`src/rtl/score_keeper.sv`:
```
// Arcade score keeper: queues pellet/power/ghost events and adds their point values into a
// 5-digit BCD score one digit per cycle, committing all digits at once.
module score_keeper #(
  parameter int unsigned PELLET_TOTAL = 244,
  parameter int unsigned QDEPTH_MAX   = 7
) (
  input  logic       Clk,
  input  logic       Reset,
  input  logic       pellet_eaten,
  input  logic       power_eaten,
  input  logic       ghost_eaten,
  input  logic       level_start,
  input  logic       game_over,
  output logic [3:0] ones,
  output logic [3:0] tens,
  output logic [3:0] hunds,
  output logic [3:0] thous,
  output logic [3:0] tenthous,
  output logic [7:0] pellet_count,
  output logic       all_eaten,
  output logic       extra_life,
  output logic       busy,
  output logic       q_overflow
);

  localparam logic [2:0] QMax = 3'(QDEPTH_MAX);

  typedef enum logic [1:0] {StIdle, StAdd, StCommit} state_e;

  state_e      state_q, state_d;
  logic [2:0]  pend_g_q, pend_g_d;
  logic [2:0]  pend_p_q, pend_p_d;
  logic [2:0]  pend_d_q, pend_d_d;
  logic [1:0]  chain_q, chain_d;
  logic [19:0] work_q, work_d;
  logic [19:0] addend_q, addend_d;
  logic [2:0]  idx_q, idx_d;
  logic        carry_q, carry_d;
  logic [19:0] score_q, score_d;
  logic [7:0]  pcount_q, pcount_d;
  logic        all_q, all_d;
  logic        xlife_q, xlife_d;
  logic        life_used_q, life_used_d;
  logic        ovf_q, ovf_d;

  logic        ev_g, ev_p, ev_d;
  logic        deq_g, deq_p, deq_d, deq_any;
  logic        drop_g, drop_p, drop_d;
  logic        acc_p, acc_d;
  logic [19:0] ghost_add;
  logic [8:0]  pc_sum;
  logic [3:0]  work_dig, add_dig, new_dig;
  logic [4:0]  sum;

  // Returns {dropped, next_count}; a dequeue on the same edge frees the slot for the pulse.
  function automatic logic [3:0] pend_upd(input logic [2:0] cnt, input logic pulse,
                                          input logic deq);
    logic       drop;
    logic [2:0] nxt;
    drop = pulse && !deq && (cnt == QMax);
    nxt  = cnt;
    if (deq) nxt = nxt - 3'd1;
    if (pulse && !drop) nxt = nxt + 3'd1;
    return {drop, nxt};
  endfunction

  assign ev_g = ghost_eaten  & ~game_over;
  assign ev_p = power_eaten  & ~game_over;
  assign ev_d = pellet_eaten & ~game_over;

  assign deq_g   = (state_q == StIdle) && (pend_g_q != 3'd0);
  assign deq_p   = (state_q == StIdle) && (pend_g_q == 3'd0) && (pend_p_q != 3'd0);
  assign deq_d   = (state_q == StIdle) && (pend_g_q == 3'd0) && (pend_p_q == 3'd0) &&
                   (pend_d_q != 3'd0);
  assign deq_any = deq_g | deq_p | deq_d;

  always_comb begin
    {drop_g, pend_g_d} = pend_upd(pend_g_q, ev_g, deq_g);
    {drop_p, pend_p_d} = pend_upd(pend_p_q, ev_p, deq_p);
    {drop_d, pend_d_d} = pend_upd(pend_d_q, ev_d, deq_d);
  end

  assign acc_p = ev_p & ~drop_p;
  assign acc_d = ev_d & ~drop_d;
  assign ovf_d = ovf_q | drop_g | drop_p | drop_d;

  // Addend uses the pre-update index even when the chain is reset on the same edge.
  always_comb begin
    chain_d = chain_q;
    if (deq_g && (chain_q != 2'd3)) chain_d = chain_q + 2'd1;
    if (acc_p || level_start) chain_d = 2'd0;
  end

  always_comb begin
    unique case (chain_q)
      2'd0: ghost_add = 20'h00200;
      2'd1: ghost_add = 20'h00400;
      2'd2: ghost_add = 20'h00800;
      2'd3: ghost_add = 20'h01600;
      default: ghost_add = 20'h00200;
    endcase
  end

  always_comb begin
    pc_sum   = {1'b0, pcount_q} + {8'd0, acc_d} + {8'd0, acc_p};
    pcount_d = (pc_sum > 9'd255) ? 8'hff : pc_sum[7:0];
    all_d    = all_q | (32'(pcount_d) >= PELLET_TOTAL);
  end

  // Digit selected by idx for the current ADD cycle.
  always_comb begin
    work_dig = work_q[3:0];
    add_dig  = addend_q[3:0];
    case (idx_q)
      3'd1: begin work_dig = work_q[7:4];   add_dig = addend_q[7:4];   end
      3'd2: begin work_dig = work_q[11:8];  add_dig = addend_q[11:8];  end
      3'd3: begin work_dig = work_q[15:12]; add_dig = addend_q[15:12]; end
      3'd4: begin work_dig = work_q[19:16]; add_dig = addend_q[19:16]; end
      default: ;
    endcase
    sum = {1'b0, work_dig} + {1'b0, add_dig} + {4'd0, carry_q};
    new_dig = (sum > 5'd9) ? 4'(sum - 5'd10) : sum[3:0];
  end

  always_comb begin
    state_d     = state_q;
    work_d      = work_q;
    addend_d    = addend_q;
    idx_d       = idx_q;
    carry_d     = carry_q;
    score_d     = score_q;
    xlife_d     = 1'b0;
    life_used_d = life_used_q;
    unique case (state_q)
      StIdle: begin
        if (deq_any) begin
          addend_d = deq_g ? ghost_add : (deq_p ? 20'h00050 : 20'h00010);
          work_d   = score_q;
          idx_d    = 3'd0;
          carry_d  = 1'b0;
          state_d  = StAdd;
        end
      end
      StAdd: begin
        carry_d = (sum > 5'd9);
        case (idx_q)
          3'd0: work_d[3:0]   = new_dig;
          3'd1: work_d[7:4]   = new_dig;
          3'd2: work_d[11:8]  = new_dig;
          3'd3: work_d[15:12] = new_dig;
          3'd4: work_d[19:16] = new_dig;
          default: ;
        endcase
        if (idx_q == 3'd4) state_d = StCommit;
        else               idx_d   = idx_q + 3'd1;
      end
      StCommit: begin
        // A carry out of the top digit means the true sum exceeded 99999.
        score_d = carry_q ? 20'h99999 : work_q;
        if (!life_used_q && (score_q[19:16] == 4'd0) && (score_d[19:16] != 4'd0)) begin
          xlife_d     = 1'b1;
          life_used_d = 1'b1;
        end
        state_d = StIdle;
      end
      default: state_d = StIdle;
    endcase
  end

  always_ff @(posedge Clk or posedge Reset) begin
    if (Reset) begin
      state_q     <= StIdle;
      pend_g_q    <= 3'd0;
      pend_p_q    <= 3'd0;
      pend_d_q    <= 3'd0;
      chain_q     <= 2'd0;
      work_q      <= 20'd0;
      addend_q    <= 20'd0;
      idx_q       <= 3'd0;
      carry_q     <= 1'b0;
      score_q     <= 20'd0;
      pcount_q    <= 8'd0;
      all_q       <= 1'b0;
      xlife_q     <= 1'b0;
      life_used_q <= 1'b0;
      ovf_q       <= 1'b0;
    end else begin
      state_q     <= state_d;
      pend_g_q    <= pend_g_d;
      pend_p_q    <= pend_p_d;
      pend_d_q    <= pend_d_d;
      chain_q     <= chain_d;
      work_q      <= work_d;
      addend_q    <= addend_d;
      idx_q       <= idx_d;
      carry_q     <= carry_d;
      score_q     <= score_d;
      pcount_q    <= pcount_d;
      all_q       <= all_d;
      xlife_q     <= xlife_d;
      life_used_q <= life_used_d;
      ovf_q       <= ovf_d;
    end
  end

  assign ones         = score_q[3:0];
  assign tens         = score_q[7:4];
  assign hunds        = score_q[11:8];
  assign thous        = score_q[15:12];
  assign tenthous     = score_q[19:16];
  assign pellet_count = pcount_q;
  assign all_eaten    = all_q;
  assign extra_life   = xlife_q;
  assign busy         = (state_q != StIdle);
  assign q_overflow   = ovf_q;

endmodule
```
`config.mk`:
```
export PLATFORM = sky130hd
export DESIGN_NAME = score_keeper
export DESIGN_NICKNAME = d
export VERILOG_FILES = /design/src/rtl/score_keeper.sv
export SDC_FILE = /design/constraint.sdc
export NUM_CORES = 1
export LEC_CHECK = 0
export BUFFER_PORTS_ARGS = -buffer_cell sky130_fd_sc_hd__buf_2
export CAP_MARGIN = 20
export CELL_PAD_IN_SITES_DETAIL_PLACEMENT = 1
export CELL_PAD_IN_SITES_GLOBAL_PLACEMENT = 1
export CORE_MARGIN = 2
export CORE_UTILIZATION = 49
export DETAILED_ROUTE_END_ITERATION = 6
export GPL_TIMING_DRIVEN = 0
export PLACE_DENSITY_LB_ADDON = 0.1
export SETUP_SLACK_MARGIN = 0.15
export SYNTH_ARGS = -nofsm -noshare
export SYNTH_HDL_FRONTEND = slang
export SYNTH_SLANG_ARGS = --single-unit
export TNS_END_PERCENT = 10
```
`constraint.sdc`:
```
create_clock -name Clk -period 9.4 [get_ports Clk]
set_input_delay 2.35 -clock Clk [delete_from_list [all_inputs] [get_ports Clk]]
set_output_delay 2.35 -clock Clk [all_outputs]
set_load 0.05 [all_outputs]
```
* Word level (Yosys, flattened, before mapping)
Cells that the tools add are included.
** Storage, ports and cells
- Bits in registers :: 89
- Input bits :: 7
- Output and inout bits :: 32
- Word-level logic and storage cells :: 150
** Operators by class
- $add $sub $neg :: 13
- $lt $le $gt $ge :: 3
- Equality and inequality tests :: 20
- Multiplexer cells :: 33
- Bitwise gates (word level) :: 14
- Reduce and logical (&&, ||, !) cells :: 48
** Operator list (count)
- 20-bit one-hot mux with 4 select lines :: 1
- 20-bit 2-to-1 mux :: 3
- 20-bit one-hot mux with 2 select lines :: 1
- 4-bit one-hot mux with 4 select lines :: 2
- 3-bit 2-to-1 mux :: 8
- 4-bit 2-to-1 mux :: 6
- 3-bit AND reduction :: 6
- 1-bit logical AND :: 17
- 2-bit inequality test (second input constant) :: 7
- 3-bit by 1-bit adder with 3-bit output (second input constant) :: 4
- 3-bit == test (second input constant) :: 4
- 8-bit by 1-bit adder with 9-bit output :: 1
- 9-bit by 1-bit adder with 9-bit output :: 1
- 9-bit by 8-bit greater-than comparator with 1-bit output (second input constant) :: 1
- 3-bit logical NOT :: 3
- 3-bit nonzero test :: 3
- 3-bit by 1-bit subtractor with 3-bit output (second input constant) :: 3
- 8-bit greater-or-equal comparator (second input constant) :: 1
- 2-bit 2-to-1 mux :: 4
- 8-bit 2-to-1 mux :: 1
- 2-bit AND reduction :: 4
- 1-bit logical NOT :: 7
- 7-bit 2-to-1 mux :: 1
- 2-bit == test (second input constant) :: 3
- 21 further kinds :: 39

* Logic depth before layout (Yosys ltp)
Gate-level depths: netlist of the first run.
- Depth after elaboration :: 15
- Depth in mapped cells :: 17
- Depth with buffers taken out :: 16

* Worst setup path before layout of the first run
Ideal clock, no wire load.
- Path kind :: input-to-reg
- Start point :: input game_over
- End point :: register all_q (netlist: all_eaten)
- Library setup time :: 0.130 ns
- Data arrival time :: 4.011 ns
- Data required time :: 9.270 ns
- Setup slack :: 5.259 ns
- Stages on the path :: 11
- Path buffers :: 0
- Path through :: nor3b_2 inv_2 fa_1 inv_1 ha_1 nand2b_1 a21oi_1 a21oi_1 o21ai_0 a22oi_1 o21ai_0
** Between the ends
- Longest elaborated chain between the ends :: 12
- Elaborated cells on any way between the ends :: 17
- Those cells by class :: add/sub: 2; order compare: 2; mux: 1; bitwise: 8; reduce/logical: 4
** Ends and longest elaborated chain
- start: declaration :: line 13 : input logic game_over,
- 1-bit inverter * :: line 68, 69
- 1-bit AND :: line 69 : assign ev_d = pellet_eaten & ~game_over;
- 1-bit logical AND (2 in series) :: line 60 : drop = pulse && !deq && (cnt == QMax);
- 1-bit inverter :: line 84 : assign acc_d = ev_d & ~drop_d;
- 1-bit AND :: line 84
- 8-bit by 1-bit adder with 9-bit output :: line 105 : pc_sum = {1'b0, pcount_q} + {8'd0, acc_d} + {8'd0, acc_p};
- 9-bit by 1-bit adder with 9-bit output * :: line 105
- 9-bit by 8-bit greater-than comparator with 1-bit output :: line 106 : pcount_d = (pc_sum > 9'd255) ? 8'hff : pc_sum[7:0];
- 8-bit 2-to-1 mux * :: line 106
- 8-bit greater-or-equal comparator * :: line 107 : all_d = all_q | (32'(pcount_d) >= PELLET_TOTAL);
- 1-bit bitwise OR * :: line 107
- named net all_d :: line 41 : logic all_q, all_d;
- end signal: assignment :: line 199 : all_q <= all_d;
- end: declaration :: line 41
The timed path passes the listed nets; every way through them passes the cells marked *.
A chain may end at the register's enable or synchronous reset.

* Final worst setup path of the first run
- Start point :: register idx_q[0]
- End point :: register work_q[2]
** Between the ends
- Longest elaborated chain between the ends :: 8
- Elaborated cells on any way between the ends :: 16
- Those cells by class :: add/sub: 3; order compare: 1; eq/ne: 5; mux: 5; reduce/logical: 2
** Ends and longest elaborated chain
- start: declaration :: line 37 : logic [2:0] idx_q, idx_d;
- start signal: assignment :: line 195 : idx_q <= idx_d;
- 3-bit == test, or another cell as far along :: line 114 : case (idx_q)
- 4-bit one-hot mux with 4 select lines :: line 114
- 4-bit by 4-bit adder with 5-bit output :: line 121 : sum = {1'b0, work_dig} + {1'b0, add_dig} + {4'd0, carry_q};
- 5-bit by 1-bit adder with 5-bit output :: line 121
- 4-bit subtractor or 5-bit by 4-bit greater-than comparator with 1-bit output (tied branches) :: line 122 : new_dig = (sum > 5'd9) ? 4'(sum - 5'd10) : sum[3:0];
- 4-bit 2-to-1 mux :: line 122
- 4-bit 2-to-1 mux :: line 146 : case (idx_q)
- 20-bit one-hot mux with 2 select lines :: line 134 : unique case (state_q)
- end signal: assignment :: line 193 : work_q <= work_d;
- end: declaration :: line 35 : logic [19:0] work_q, work_d;
Parallel ways exist; a longest one is shown, timed or not. The select of a mux whose other input is x is not followed.

==> metrics.csv, run 1 <==
metric,value,unit
postCtsSetupBuffers,0,
whs_endpoint,life_used_q,
synth-async-reset-ratio,1.00,
place_hpwl,7.88,mm
seq_area,1880,um^2
multi_input_area,2090,um^2
crit_path_frequent_cell,a21oi_1,
fin_setup_tns,0,ns
cap_violations,0,
setup.worst_path.class,register to register,
crit_start,idx_q[0],
timing.fmax,0.230,GHz
cts-root-buf,clkbuf_8,
ff2ff_setup_slack,5.05,ns
pin_count,39,
clock_sinks,75,
grt_pass1_vias,3465,
cts_buffers,9,
hp-class,register to register,
synth_top_area_cell,dfrtp_1,
yosysSeqAreaShare,0.454,
ant_nets,0,
overflow,0,
antenna_found_initial,0,
synthFlopType,dfrtp_1,
vias,3399,
drcViolationCount,0,
portBuffers,38,
yosys_register_bits,75,
finalSetupViolCount,0,
hold_viol,0,
synthTopCellsByArea,"dfrtp_1 (45%), ha_1 (8.2%), nand2_1 (6.2%)",
grtUsageTotal,0.247,
rsz0062_at_grt,false,
start_util,0.504,
synth_top_area_frac,0.454,
syn-cell-area,4140,um^2
yosysWarningCount,0,
finalNetCount,531,
clkSlewWorstSetupHoldPaths,0.08,ns
min_path_cells,1,
min_period,4.35,ns
syn2layout_area_growth,13.0,%
final_cell_mix,"dfrtp_1 (75), nand2_1 (68), buf_2 (40)",
tritoncts,built,
antenna_cells,0,
critPathArrivalTime,4.55,ns
firstDrtPassIters,4,
nFillCells,993,
grt_pass1_wl,17.3,mm
die_y,95.9,um
cp-start-kind,register,
max_stage_delay,0.57,ns
wl,10.7,mm
synth-edff-count,0,
layout_setup_ws,5.05,ns
worst_pin_slew,0.679,ns
dieArea,9190,um^2
drt-initial-drc-count,75,
final_cells,604,
r2r_start,idx_q[0],
cts_buffer_depth,2,
layout_commonest_cell,dfrtp_1,
worstPathMaxFanout,8,
end_kind,register,
wl_per_cell,17.7,um
cp_cell_sequence,inv_1 -> ha_1 -> and2_1 -> clkbuf_1 -> a21oi_1 -> a21oi_1 -> a21oi_1 -> fa_1 -> inv_1 -> fa_1 -> xnor2_1 -> ha_1 -> a22oi_1 -> a31oi_2 -> o21ai_2 -> a31oi_1,
core,8220,um^2
synth.net_count,481,
status,finished clean,
worstPathRequired,9.60,ns
worst-r2r-cell-count,16,
grt_max_degree,42,
dieWidth,95.9,um
drt-vias-per-instance,5.63,
avgSynthCellArea,9.32,um^2
holdCritStartpoint,life_used_q,
cts.htree.levels,3,
ys_types,57,
dp.cells,588,
dpl_worst_slack,4.82,ns
drive_gt1_frac,0.160,
post_cts_resized,0,
clk_latency,0.35,ns
reg2reg_to,work_q[2],
globalplace.congestion,0.832,
relSlewSlack,0.545,
min_period_over_period,0.462,
num_rows,33,
synthCells,444,
cpMaxStageDelayCell,a21oi_1,
drv_slew,0,
skew,0.0119,ns
cts_hold_buffers,0,
[critical path: cells and delay by family (launching register included)]
| kind | cells | cell delay [ns] |
|---|---|---|
| buf+inv | 3 | 0.34 |
| flops | 1 | 0.43 |
| compound gates | 7 | 1.96 |
| fa+ha+maj | 4 | 1.12 |
| simple gates | 1 | 0.16 |
| xor+xnor | 1 | 0.20 |
[cell families (layout without fill, tap and decap cells)]
family | after synthesis | after routing | synth area share
xor gates and xnor gates | 13 | 13 | 0.0275
DFF | 75 | 75 | 0.454
adders and majority gates | 30 | 30 | 0.0962
muxes | 9 | 9 | 0.0236
and+or+nand+nor | 154 | 154 | 0.177
buffers and inverters | 45 | 100 | 0.0423
AOI/OAI and AO/OA | 118 | 118 | 0.180
[routing by layer]
metal  track usage  vias up  share of wire
met5             0        -              0
met4        0.0988        0          0.017
met3        0.0517       16          0.044
met2         0.419       78           0.51
met1         0.308     1674           0.43
li1              -     1631              -
[layout make-up]
type                       count  share of cell area
sequential                    75               0.401
inverter                      30              0.0246
clock buffer                  12              0.0310
multi-input combinational    324               0.446
tap                          105              0.0281
buffer                        15              0.0134
timing repair buffer          39              0.0449
clock inverter                 4              0.0107
[Yosys cell counts (all sizes together) (2+ instances only)]
library cell and n:
or3 2, a31oi 6, ha 27, xnor2 8
and2 5, buf 3, clkbuf 12, inv 30
mux2 6, or2 3, nor2b 4, o21ai 45
a22o 4, nor2 38, a41oi 3, nand4 2
nand3 9, nor3b 2, nand2b 7, nand2 69
o22ai 5, and3 3, mux2i 3, a21oi 22
dfrtp 75, xor2 5, fa 3, nor3 6
a22oi 19, a21o 6
[per-stage QoR]
stage          hold slack [ns]  utilization  cell area, um^2
3_5_place_dp             0.462        0.545             4480
2_1_floorplan            0.441            -             4140
5_1_grt                  0.519        0.569             4680
3_3_place_gp             0.458        0.543             4460
6_report                 0.486        0.569             4680
4_1_cts                  0.483        0.569             4680
[sequential cells by signal, indices dropped and copies added (netlist names), 2 cells and up]
| register | flops |
|---|---|
| addend_q | 6 |
| state_q | 2 |
| chain_q | 2 |
| pellet_count | 8 |
| pend_g_q | 3 |
| score_q | 20 |
| idx_q | 3 |
| pend_d_q | 3 |
| pend_p_q | 3 |
| work_q | 20 |
[how the worst max path moves through the flow]
stage,endpoint,slack (ns),cells past startpoint
CTS,work_q[2],5.08,16
detailed placement,all_eaten,4.82,12
finish,work_q[2],5.05,16
global placement,pellet_count[7],4.12,2
floorplan,addend_q[10],5.14,1
global route,work_q[2],4.74,16
Power of run 1 is left out: the tool's default activity adds up to more than one toggle a clock period on the data nets, which glitch-free logic cannot reach.
==> run 2: changes to the inputs <==
Settings changed: CORE_UTILIZATION 49 to 41.
Clock period 9.4 ns to 3.6 ns, I/O delays scaled along.
==> metrics.csv, run 2 (synthesis results as in run 1) <==
metric,value,unit
status,finished clean,
placed_cell_area,4540,um^2
antenna_found_initial,0,
drcViolationCount,0,
grt_pass1_vias,3617,
antenna_cells,0,
hp-class,input pin to async pin,
grt_use_met2,0.376,
final_cell_mix,"dfrtp_1 (73), nand2_1 (68), buf_2 (40)",
worstPathMaxFanout,5,
cts_buffers,9,
setup.worst_path.class,register to register,
drv_slew,0,
final_area,5020,um^2
finalSetupViolCount,0,
min_period,3.49,ns
seq_area,1880,um^2
drt-initial-drc-count,111,
pin_count,39,
clock_sinks,75,
multi_input_area,2220,um^2
path_buf_inv,3,
place_hpwl,7.95,mm
wl,11.0,mm
worst_pin_slew,0.633,ns
dieArea,10900,um^2
clk_latency,0.35,ns
worstPathRequired,3.81,ns
globalplace.congestion,0.806,
cap_violations,0,
finalNetCount,539,
drive_gt1_frac,0.237,
tritoncts,built,
grt_max_degree,62,
core,9770,um^2
wl_per_cell,17.1,um
grtUsageTotal,0.214,
cts-root-buf,clkbuf_8,
nFillCells,1160,
overflow,0,
met3_usage,0.0263,
dieWidth,104,um
cts.htree.levels,3,
die_y,104,um
num_rows,36,
grtUsageMet1,0.265,
end_kind,register,
start_util,0.423,
relSlewSlack,0.577,
skew,0.0112,ns
portBuffers,38,
syn2layout_area_growth,21.2,%
min_period_over_period,0.970,
layout_commonest_cell,dfrtp_1,
firstDrtPassIters,4,
cts_hold_buffers,0,
whs,0.470,ns
vias,3413,
drt-vias-per-instance,5.34,
timing.fmax,0.286,GHz
cp_cell_sequence,ha_4 -> or3_4 -> a21oi_4 -> a21oi_2 -> a21oi_2 -> fa_2 -> inv_2 -> fa_2 -> inv_2 -> ha_4 -> a22oi_2 -> a31oi_4 -> buf_12 -> o21ai_4 -> a31oi_1,
grt_pass1_wl,18.3,mm
clkSlewWorstSetupHoldPaths,0.08,ns
max_stage_delay,0.55,ns
critPathTopFamily,compound AO/OA/AOI/OAI gates,
busiest_layer,met2,
rsz0062_at_grt,true,
cpMaxStageDelayCell,fa_2,
ant_nets,0,
cp-start-kind,register,
hold_viol,0,
critPathArrivalTime,3.70,ns
cts_buffer_depth,2,
[run 2: worst reg2reg max path: stages, from the launching register on]
cell and delay (ns):
dfrtp_2 0.46, ha_4 0.18, or3_4 0.39, a21oi_4 0.18, a21oi_2 0.05, a21oi_2 0.13, fa_2 0.23, inv_2 0.04
fa_2 0.55, inv_2 0.05, ha_4 0.15, a22oi_2 0.27, a31oi_4 0.17, buf_12 0.17, o21ai_4 0.22, a31oi_1 0.12
[run 2: per-layer routing]
metal / vias to the layer above / wire [um]
met4: 0 / 217
li1: 1648 / -
met1: 1686 / 4790
met5: - / 0
met2: 61 / 5680
met3: 18 / 265
[run 2: path summary, 6_finish.rpt]
path                           endpoint  cells past startpoint         start  slack [ns]
hold reg to reg            addend_q[10]                      2  addend_q[10]        0.48
hold / removal              pend_d_q[0]                      2         Reset        0.47
min in group Clk           addend_q[10]                      2  addend_q[10]        0.48
setup / recovery              work_q[2]                     15      idx_q[0]        0.11
max in group asynchronous      idx_q[0]                      3         Reset        2.57
setup reg to reg              work_q[2]                     15      idx_q[0]        0.11
[run 2: cell type report]
type                       count  share of cell area
clock buffer                  11              0.0302
inverter                      30              0.0229
tap                          133              0.0332
sequential                    75               0.375
clock inverter                 4              0.0195
timing repair buffer          47              0.0586
buffer                        15              0.0187
multi-input combinational    324               0.442
[run 2: timing repair]
action                     4_1_cts  5_1_grt
resized for setup               30       14
buffers inserted                 8        0
pin swaps                       13        3
setup endpoints to repair       16       20
[run 2: stage by stage]
step           utilization  setup slack [ns]  std cells  TNS [ns]
2_1_floorplan            -             0.152        444         0
3_3_place_gp         0.461            -0.247        615    -19.77
3_5_place_dp         0.464            -0.346        616     -3.65
4_1_cts              0.508             0.104        639         0
5_1_grt              0.513           -0.0647        639    -0.286
6_report             0.513             0.107        639         0
Power of run 2 is left out for the same reason.
